<file path="src/rtl/fp_divsqrt_pool_pkg.sv">
// Shared FP ops package for the iterative div/sqrt pool.
// Holds the issue width that sets the default channel count, the FFlags
// width, and the per-channel state encoding used by the pool and channels.
package fp_divsqrt_pool_pkg;

    localparam int FP_DIVSQRT_ISSUE_WIDTH = 2;
    localparam int FFLAGS_W               = 5;

    typedef enum logic [1:0] {
        CH_FREE     = 2'd0,
        CH_RESERVED = 2'd1,
        CH_BUSY     = 2'd2,
        CH_DONE     = 2'd3
    } ch_state_t;

endpackage

</file>
<file path="src/rtl/fp_divsqrt_channel.sv">
// One div/sqrt channel: lifecycle FSM, owner active-list pointer, result
// buffer and the wrap-around flush range compare.
// Ports:
//   clk, rst                 clock, asynchronous active-high reset
//   grant, grant_ptr         allocator picked this channel; owner pointer
//   req_sel, rel_sel         req/release addressed here with stall low
//   core_done/result/flags   completion from the attached core
//   flush, flush_head/tail   selective flush range
//   state                    registered channel state
//   start, kill              one-cycle start / abort to the core
//   result, flags            latched core result and FFlags
module fp_divsqrt_channel
    import fp_divsqrt_pool_pkg::*;
#(
    parameter int DATA_W = 64,
    parameter int AL_W   = 6
) (
    input  logic                clk,
    input  logic                rst,
    input  logic                grant,
    input  logic [AL_W-1:0]     grant_ptr,
    input  logic                req_sel,
    input  logic                rel_sel,
    input  logic                core_done,
    input  logic [DATA_W-1:0]   core_result,
    input  logic [FFLAGS_W-1:0] core_flags,
    input  logic                flush,
    input  logic [AL_W-1:0]     flush_head,
    input  logic [AL_W-1:0]     flush_tail,
    output ch_state_t           state,
    output logic                start,
    output logic                kill,
    output logic [DATA_W-1:0]   result,
    output logic [FFLAGS_W-1:0] flags
);

    logic [AL_W-1:0] ptr;
    logic [AL_W-1:0] ptr_off;
    logic [AL_W-1:0] range_len;
    logic            hit;
    logic            latch;
    logic            rel_ok;

    // Distances from the flush head are taken modulo 2^AL_W so the range
    // may wrap past the end of the active list.
    always_comb begin
        ptr_off   = ptr - flush_head;
        range_len = flush_tail - flush_head;
        hit       = flush && (state != CH_FREE) && (ptr_off <= range_len);
        start     = req_sel && (state == CH_RESERVED) && !hit;
        kill      = hit && (state == CH_BUSY);
        latch     = core_done && (state == CH_BUSY) && !hit;
        rel_ok    = rel_sel && (state == CH_DONE) && !hit;
    end

    always_ff @(posedge clk or posedge rst) begin
        if (rst) begin
            state  <= CH_FREE;
            ptr    <= '0;
            result <= '0;
            flags  <= '0;
        end else begin
            if (hit) begin
                state <= CH_FREE;
            end else begin
                case (state)
                    CH_FREE: begin
                        if (grant) begin
                            state <= CH_RESERVED;
                            ptr   <= grant_ptr;
                        end
                    end
                    CH_RESERVED: if (start)  state <= CH_BUSY;
                    CH_BUSY:     if (latch)  state <= CH_DONE;
                    CH_DONE:     if (rel_ok) state <= CH_FREE;
                    default:                 state <= CH_FREE;
                endcase
            end
            if (latch) begin
                result <= core_result;
                flags  <= core_flags;
            end
        end
    end

endmodule

</file>
<file path="src/rtl/fp_divsqrt_pool.sv">
// Pool of NUM_CH iterative div/sqrt channels: allocator, request/release
// decode and output muxing. Each channel drives one external core.
// Ports:
//   clk, rst                         clock, asynchronous active-high reset
//   acquire/acquirePtr               reserve a channel for an AL entry
//   acquireGrant/acquireCh           same-cycle grant, lowest free channel
//   req/reqCh/dataInA/dataInB/isDivide/rm   start an operation
//   releaseReq/releaseCh             result consumed ("release" is a
//                                    reserved word, hence releaseReq)
//   stall                            holds off req and release acceptance
//   flush/flushHeadPtr/flushTailPtr  selective flush of an AL range
//   coreStart/coreKill/coreA/coreB/coreIsDiv/coreRm   to the cores
//   coreDone/coreResult/coreFlags    from the cores
//   dataOut/fflagsOut                latched per-channel results
//   finished/busy/reserved/free      per-channel status
module fp_divsqrt_pool
    import fp_divsqrt_pool_pkg::*;
#(
    parameter int NUM_CH = FP_DIVSQRT_ISSUE_WIDTH,
    parameter int DATA_W = 64,
    parameter int AL_W   = 6,
    localparam int CH_W  = (NUM_CH > 1) ? $clog2(NUM_CH) : 1
) (
    input  logic                       clk,
    input  logic                       rst,
    input  logic                       acquire,
    input  logic [AL_W-1:0]            acquirePtr,
    output logic                       acquireGrant,
    output logic [CH_W-1:0]            acquireCh,
    input  logic                       req,
    input  logic [CH_W-1:0]            reqCh,
    input  logic [DATA_W-1:0]          dataInA,
    input  logic [DATA_W-1:0]          dataInB,
    input  logic                       isDivide,
    input  logic [2:0]                 rm,
    input  logic                       releaseReq,
    input  logic [CH_W-1:0]            releaseCh,
    input  logic                       stall,
    input  logic                       flush,
    input  logic [AL_W-1:0]            flushHeadPtr,
    input  logic [AL_W-1:0]            flushTailPtr,
    output logic [NUM_CH-1:0]          coreStart,
    output logic [NUM_CH-1:0]          coreKill,
    output logic [DATA_W-1:0]          coreA,
    output logic [DATA_W-1:0]          coreB,
    output logic                       coreIsDiv,
    output logic [2:0]                 coreRm,
    input  logic [NUM_CH-1:0]          coreDone,
    input  logic [NUM_CH*DATA_W-1:0]   coreResult,
    input  logic [NUM_CH*FFLAGS_W-1:0] coreFlags,
    output logic [NUM_CH*DATA_W-1:0]   dataOut,
    output logic [NUM_CH*FFLAGS_W-1:0] fflagsOut,
    output logic [NUM_CH-1:0]          finished,
    output logic [NUM_CH-1:0]          busy,
    output logic [NUM_CH-1:0]          reserved,
    output logic                       free
);

    ch_state_t          ch_state [NUM_CH];
    logic [NUM_CH-1:0]  is_free;
    logic [NUM_CH-1:0]  grant_vec;
    logic               any_free;

    // Lowest-index free channel wins; scanning downward lets the lowest
    // index overwrite any higher candidate.
    always_comb begin
        any_free  = 1'b0;
        acquireCh = '0;
        grant_vec = '0;
        for (int i = NUM_CH - 1; i >= 0; i--) begin
            if (is_free[i]) begin
                any_free  = 1'b1;
                acquireCh = CH_W'(i);
            end
        end
        acquireGrant = acquire && any_free;
        for (int i = 0; i < NUM_CH; i++) begin
            grant_vec[i] = acquireGrant && (acquireCh == CH_W'(i));
        end
    end

    assign coreA     = dataInA;
    assign coreB     = dataInB;
    assign coreIsDiv = isDivide;
    assign coreRm    = rm;
    assign free      = |is_free;

    for (genvar g = 0; g < NUM_CH; g++) begin : g_ch
        logic req_sel;
        logic rel_sel;

        assign req_sel = req && !stall && (reqCh == CH_W'(g));
        assign rel_sel = releaseReq && !stall && (releaseCh == CH_W'(g));

        fp_divsqrt_channel #(
            .DATA_W (DATA_W),
            .AL_W   (AL_W)
        ) u_ch (
            .clk         (clk),
            .rst         (rst),
            .grant       (grant_vec[g]),
            .grant_ptr   (acquirePtr),
            .req_sel     (req_sel),
            .rel_sel     (rel_sel),
            .core_done   (coreDone[g]),
            .core_result (coreResult[g*DATA_W +: DATA_W]),
            .core_flags  (coreFlags[g*FFLAGS_W +: FFLAGS_W]),
            .flush       (flush),
            .flush_head  (flushHeadPtr),
            .flush_tail  (flushTailPtr),
            .state       (ch_state[g]),
            .start       (coreStart[g]),
            .kill        (coreKill[g]),
            .result      (dataOut[g*DATA_W +: DATA_W]),
            .flags       (fflagsOut[g*FFLAGS_W +: FFLAGS_W])
        );

        assign is_free[g]  = (ch_state[g] == CH_FREE);
        assign finished[g] = (ch_state[g] == CH_DONE);
        assign busy[g]     = (ch_state[g] == CH_BUSY);
        assign reserved[g] = (ch_state[g] == CH_RESERVED);
    end

endmodule

</file>
<file path="config.mk">
export PLATFORM = sky130hd
export DESIGN_NAME = fp_divsqrt_pool
export DESIGN_NICKNAME = d
export VERILOG_FILES = /design/src/rtl/fp_divsqrt_pool_pkg.sv /design/src/rtl/fp_divsqrt_channel.sv /design/src/rtl/fp_divsqrt_pool.sv
export SDC_FILE = /design/constraint.sdc
export NUM_CORES = 1
export LEC_CHECK = 0
export CELL_PAD_IN_SITES_DETAIL_PLACEMENT = 1
export CELL_PAD_IN_SITES_GLOBAL_PLACEMENT = 1
export CORE_AREA = 2 2 225 227
export DETAILED_ROUTE_END_ITERATION = 12
export DIE_AREA = 0 0 227 229
export PLACE_DENSITY = 0.61
export SYNTH_ARGS = -nofsm -noshare
export SYNTH_HDL_FRONTEND = slang
export SYNTH_SLANG_ARGS = --single-unit
</file>
<file path="constraint.sdc">
create_clock -name clk -period 5.9 [get_ports clk]
set_input_delay 1.475 -clock clk [delete_from_list [all_inputs] [get_ports clk]]
set_output_delay 1.475 -clock clk [all_outputs]
set_load 0.01 [all_outputs]
</file>
Yosys cells after proc, flatten, opt, wreduce, memory -nomap -nowiden

Index checks and enable logic that the tools add are counted.
W data, S select, Z words.

$add $sub $neg: 3
$lt $le $gt $ge: 2
Eq/ne operators: 14
Multiplexer cells: 15
Bitwise gates (word level): 5
Reductions and logical operators: 39

Operators with widths:

| operator             | count |
|---|---|
| $logic_and A1 B1 Y1  | 27 |
| $ne A3 B1 Y1 const B | 8 |
| $mux W2              | 10 |
| $sub A6 B6 Y6        | 3 |
| $pmux W2 S4          | 2 |
| $le A6 B6 Y1         | 2 |
| $eq A2 B2 Y1 const B | 4 |
| $reduce_and A4 Y1    | 2 |
| $reduce_and A3 Y1    | 2 |
| $not A1 Y1           | 5 |
| $eq A2 B1 Y1 const B | 2 |
| $logic_not A2 Y1     | 2 |
| $reduce_bool A2 Y1   | 2 |
| $logic_not A1 Y1     | 3 |
| $mux W1              | 3 |
| $reduce_or A2 Y1     | 1 |

Register bits after elaboration: 154
Bits of input ports: 299
Word-level logic and storage cells: 86

Depth between registers and ports, before layout

Depth after elaboration: 8
Depth in mapped cells: 15

By module

A second synthesis with hierarchy kept.

Cells, all modules: 672
Area total of the unflattened synthesis: 8295.5 sq um

By module, submodules not included:

| module             | times used | cells each | area each (sq um) | seq. area each (sq um) |
|---|---|---|---|---|
| fp_divsqrt_channel | 2          | 262        | 3590.9            | 1926.8 |
| fp_divsqrt_pool    | 1          | 148        | 1113.6            | 0.0 |

Worst setup path before layout

OpenSTA, ideal clock, no wires.

Path kind: input-to-output
From: in flushHeadPtr[1]
To: out coreKill[1]
Data arrival time: 3.956 ns
Setup slack: 0.469 ns
Stages on the path: 13
Path buffers: 1
Cells stage by stage: inv_1 ha_1 nor2b_1 o21ai_0 a21boi_0 nor4_1 a311o_1 ha_1 nand4_1 or4_1 nand2_1 and2_1 buf_4

Cells in the longest elaborated chain, start to end: 4

RTL lines:

| item                                    | RTL line                                           | text |
|---|---|---|
| start: declaration                      | fp_divsqrt_pool.sv:40                              | `input logic [AL_W-1:0] flushHeadPtr,` |
| $sub A6 B6 Y6, on equally long branches | fp_divsqrt_channel.sv:47, fp_divsqrt_channel.sv:48 |  |
| $le A6 B6 Y1 (*)                        | fp_divsqrt_channel.sv:49                           | `hit = flush && (state != CH_FREE) && (ptr_off <= range_len);` |
| $logic_and A1 B1 Y1 (*)                 | fp_divsqrt_channel.sv:49                           |  |
| $logic_and A1 B1 Y1 (*)                 | fp_divsqrt_channel.sv:51                           | `kill = hit && (state == CH_BUSY);` |
| end: declaration                        | fp_divsqrt_pool.sv:43                              | `output logic [NUM_CH-1:0] coreKill,` |

Mark *: on every way between the ends. The rest lies on a longest branch, timed or not.

Final worst setup path

From: in flushHeadPtr[5]
To: out coreStart[0]

Cells in the longest elaborated chain, start to end: 5

RTL lines:

| item                                    | RTL line                                           | text |
|---|---|---|
| $sub A6 B6 Y6, on equally long branches | fp_divsqrt_channel.sv:47, fp_divsqrt_channel.sv:48 |  |
| $le A6 B6 Y1 (*)                        | fp_divsqrt_channel.sv:49                           |  |
| $logic_and A1 B1 Y1 (*)                 | fp_divsqrt_channel.sv:49                           |  |
| $logic_not A1 Y1 (*)                    | fp_divsqrt_channel.sv:50                           | `start = req_sel && (state == CH_RESERVED) && !hit;` |
| $logic_and A1 B1 Y1 (*)                 | fp_divsqrt_channel.sv:50                           |  |
| end: declaration                        | fp_divsqrt_pool.sv:42                              | `output logic [NUM_CH-1:0] coreStart,` |

Marked as above.

==> flow_metrics.py <==
metrics = {
    "cts": {
        "worstSkewPairLatency_ns": 0.45,
        "cts-buffers-inserted": 17,
        "cts_hold_buf": 0,
        "cts.sinks": 154,
        "cts_tree": "done",
        "cts_buffer_depth": 2,
        "htree_levels": 4,
        "cts.clk_slew.worst_paths_ns": 0.07,
        "root_buffer": "clkbuf_16",
    },
    "finish": {
        "drive_gt1_share_pct": 31.70,
        "num-nets-final": 1201,
        "diodes": 0,
        "num-fill-cells": 5581,
        "area_delta_synth_final_pct": 52.78,
        "post-route-util_pct": 24.39,
    },
    "routing": {
        "drc": 0,
        "finalWirelength_um": 27920,
        "viasPerCell": 3.598,
        "dr.pass1.iters": 4,
        "ant_nets": 0,
        "drt_iter0_markers": 105,
        "wl_per_cell_um": 18.02,
        "vias": 5574,
    },
    "synthesis": {
        "async_flop_share_pct": 100.0,
        "syn_avg_cell_area_sq_um": 12.72,
        "synth_top_area_cell": "dfrtp_1",
        "synth_ff_type": "dfrtp_1",
        "syn_area_sq_um": 7928,
        "synth_edf_count": 0,
        "netlist_instances": 623,
        "yosys_register_bits": 154,
        "ys_types": 38,
        "ys_warn_count": 0,
        "synth_top_area_share_pct": 48.61,
        "synth_fp_nets": 960,
        "yosysSeqAreaShare_pct": 48.61,
        "ys_top_cells_by_area": "dfrtp_1 49%, mux2_2 20%, buf_4 14%",
    },
    "floorplan": {
        "die_h_um": 229,
        "coreArea_sq_um": 49660,
        "die_w_um": 227,
        "die-area_sq_um": 51980,
        "start_util_pct": 15.96,
        "rows": 82,
        "io_pins": 582,
    },
    "placement": {
        "portBuffers": 317,
        "place.gp.congestion": 0.8240,
        "hpwl_um": 21740,
        "place_worst_setup_slack_ns": -0.8083,
    },
    "power": {
        "power.switching_w": 0.002107,
        "p_clk_share_pct": 17.7,
        "switching_share_pct": 33.78,
        "internal_power_w": 0.004130,
        "power_density_nw_per_um2": 514.9,
        "p_leak_nw": 5.004,
        "peakVddDrop_uv": 195.9,
        "sequentialPowerShare_pct": 30.2,
        "power_w": 0.006237,
        "p_comb_share_pct": 52.1,
    },
    "worst_setup_path": {
        "cp_slowest_stage_delay_ns": 0.58,
        "worst_setup_path_end_kind": "output pin",
        "cp_max_fo": 4,
        "crit_slowest_cell": "clkdlybuf4s50_1",
        "crit_path_start_kind": "input pin",
        "worstPathArrival_ns": 4.36,
        "worstSetupPathType": "input pin to output pin",
        "cp_cell_sequence": "clkdlybuf4s50_1, xor2_2, o21ai_1, o31ai_1, or3_4, ha_4, nand4_1, or4_4, nand2_4, buf_6, nor3_1, buf_2",
        "cp.required_ns": 4.43,
    },
    "run": {
        "cap_violations": 0,
    },
    "global_routing": {
        "grt_pass1_vias": 6292,
        "gr-total-overflow": 0,
        "grt_usage_pct": 10.71,
        "antenna_found_initial": 2,
        "grt_max_degree": 84,
        "grt_first_pass_wirelength_um": 40030,
    },
    "timing": {
        "hold_viol": 0,
        "fin_skew_ns": 0.01009,
        "setup_ws_ns": 0.06823,
        "setup_viol": 0,
        "max_slew.worst_pin.slew_ns": 0.7342,
        "layout_min_cycle_time_ns": 5.832,
        "final-max-slew-violation-count": 0,
        "max_clock_freq_mhz": 171.5,
        "timing.final.crit_share_pct": 98.84,
        "slew-limit-headroom_pct": 51.05,
    },
    "worst_hold_path": {
        "min_path_type": "flip-flop to flip-flop",
    },
    "run_status": {
        "status": "finished clean",
    },
}
-- Yosys cell counts, types with 2 or more instances --
| library cell | n |
|---|---|
| a2111oi_0 | 3 |
| a21boi_0 | 2 |
| a21oi_1 | 9 |
| a221o_1 | 2 |
| a31oi_1 | 2 |
| and2_1 | 6 |
| buf_4 | 145 |
| buf_6 | 3 |
| dfrtp_1 | 154 |
| fa_1 | 3 |
| ha_1 | 35 |
| inv_1 | 32 |
| mux2_1 | 12 |
| mux2_2 | 138 |
| nand2_1 | 11 |
| nand3b_1 | 2 |
| nand4_1 | 4 |
| nand4_2 | 2 |
| nor2_1 | 7 |
| nor2b_1 | 5 |
| nor3_1 | 6 |
| nor4_1 | 2 |
| o21ai_0 | 10 |
| o221ai_1 | 2 |
| o31ai_1 | 3 |
| or3b_2 | 2 |
| or4_1 | 2 |
| xnor2_1 | 5 |
| xor2_1 | 5 |
-- stage by stage --
stage	instance area (sq um)	TNS, ns	std cells	hold WS, ns
floorplan	7928	0	623	0.4794
global placement	11170	-2.905	1504	0.4729
detailed placement	11170	-3.142	1504	0.4808
CTS	11910	-0.0001235	1542	0.4973
global route	12110	-0.007026	1549	0.5077
finish	12110	0	1549	0.4899
-- power by group through the flow --
stage | clock (W) | combinational [W] | sequential [W]
floorplan | 0 | 0.00126 | 0.00209
global placement | 0 | 0.00302 | 0.00187
detailed placement | 0 | 0.00305 | 0.00190
CTS | 0.00115 | 0.00320 | 0.00189
global route | 0.00119 | 0.00351 | 0.00196
finish | 0.00110 | 0.00325 | 0.00188
-- per-layer routing --
layer	GRT usage, %	vias to the layer above	share of wire (%)
li1	-	2465	-
met1	10.08	2726	34
met2	18.41	261	51
met3	4.875	118	9.6
met4	7.312	4	5.7
met5	0.6641	-	0.21
-- path summary, 6_finish.rpt --
path / startpoint / endpoint / slack (ns) / depth (start not counted)
max: flushHeadPtr[5] / coreStart[0] / 0.07 / 12
min: g_ch[0].u_ch.result[1] / g_ch[0].u_ch.result[1] / 0.49 / 1
max reg2reg: g_ch[0].u_ch.ptr[0] / g_ch[0].u_ch.result[60] / 1.96 / 16
min reg2reg: g_ch[0].u_ch.result[1] / g_ch[0].u_ch.result[1] / 0.49 / 1
max in group asynchronous: rst / g_ch[1].u_ch.result[32] / 3.41 / 3
min in group asynchronous: rst / g_ch[0].u_ch.result[26] / 1.53 / 2
-- worst max-delay path: cells and delay by family --
| family | cells | cell delay [ns] |
|---|---|---|
| compound gates | 2 | 0.22 |
| xor+xnor | 1 | 0.28 |
| fa+ha+maj | 1 | 0.29 |
| buf+inv | 3 | 0.81 |
| simple gates | 5 | 1.27 |
-- repair_timing --
action | in CTS | in global routing
gates resized for setup | 52 | 32
setup buffers | 6 | 7
pin swaps | 15 | 20
setup endpoints to repair | 4 | 4
-- layout by cell type (no fill, tap or decap), drive strengths merged, types with 5 or more instances in the layout --
cell,count
nor2,7
buf,59
a21oi,9
xnor2,5
clkdlybuf4s50,306
ha,35
nand2,11
clkbuf,19
xor2,5
nor2b,5
inv,39
nand4,6
dfrtp,154
mux2,150
nor3,6
and2,6
o21ai,10
-- kinds of logic (layout without fill, tap and decap cells) --
kind of cell,count (synthesis),in the layout,synth area share [%]
buffers and inverters,182,436,15.92
DFF,154,154,48.61
muxes,150,150,21.31
and+or+nand+nor,54,54,3.898
adders and majority gates,38,38,6.282
AOI/OAI and AO/OA,35,35,2.872
xor gates and xnor gates,10,10,1.105
-- state kept, by name (all words and copies together), names as in the netlist --
name              flops
g_ch.u_ch.result    128
g_ch.u_ch.ptr        12
g_ch.u_ch.flags      10
g_ch.u_ch.state       4
-- cell type report --
type / instances / area (sq um) / share of cell area, %
timing repair buffer: 372 / 3626 / 29.94
inverter: 32 / 125.1 / 1.033
clock buffer: 18 / 439.2 / 3.626
sequential: 154 / 3854 / 31.82
multi-input combinational: 287 / 3090 / 25.52
clock inverter: 14 / 136.4 / 1.126
tap: 672 / 840.8 / 6.942
No activity file was read; power rests on OpenSTA's default activity.
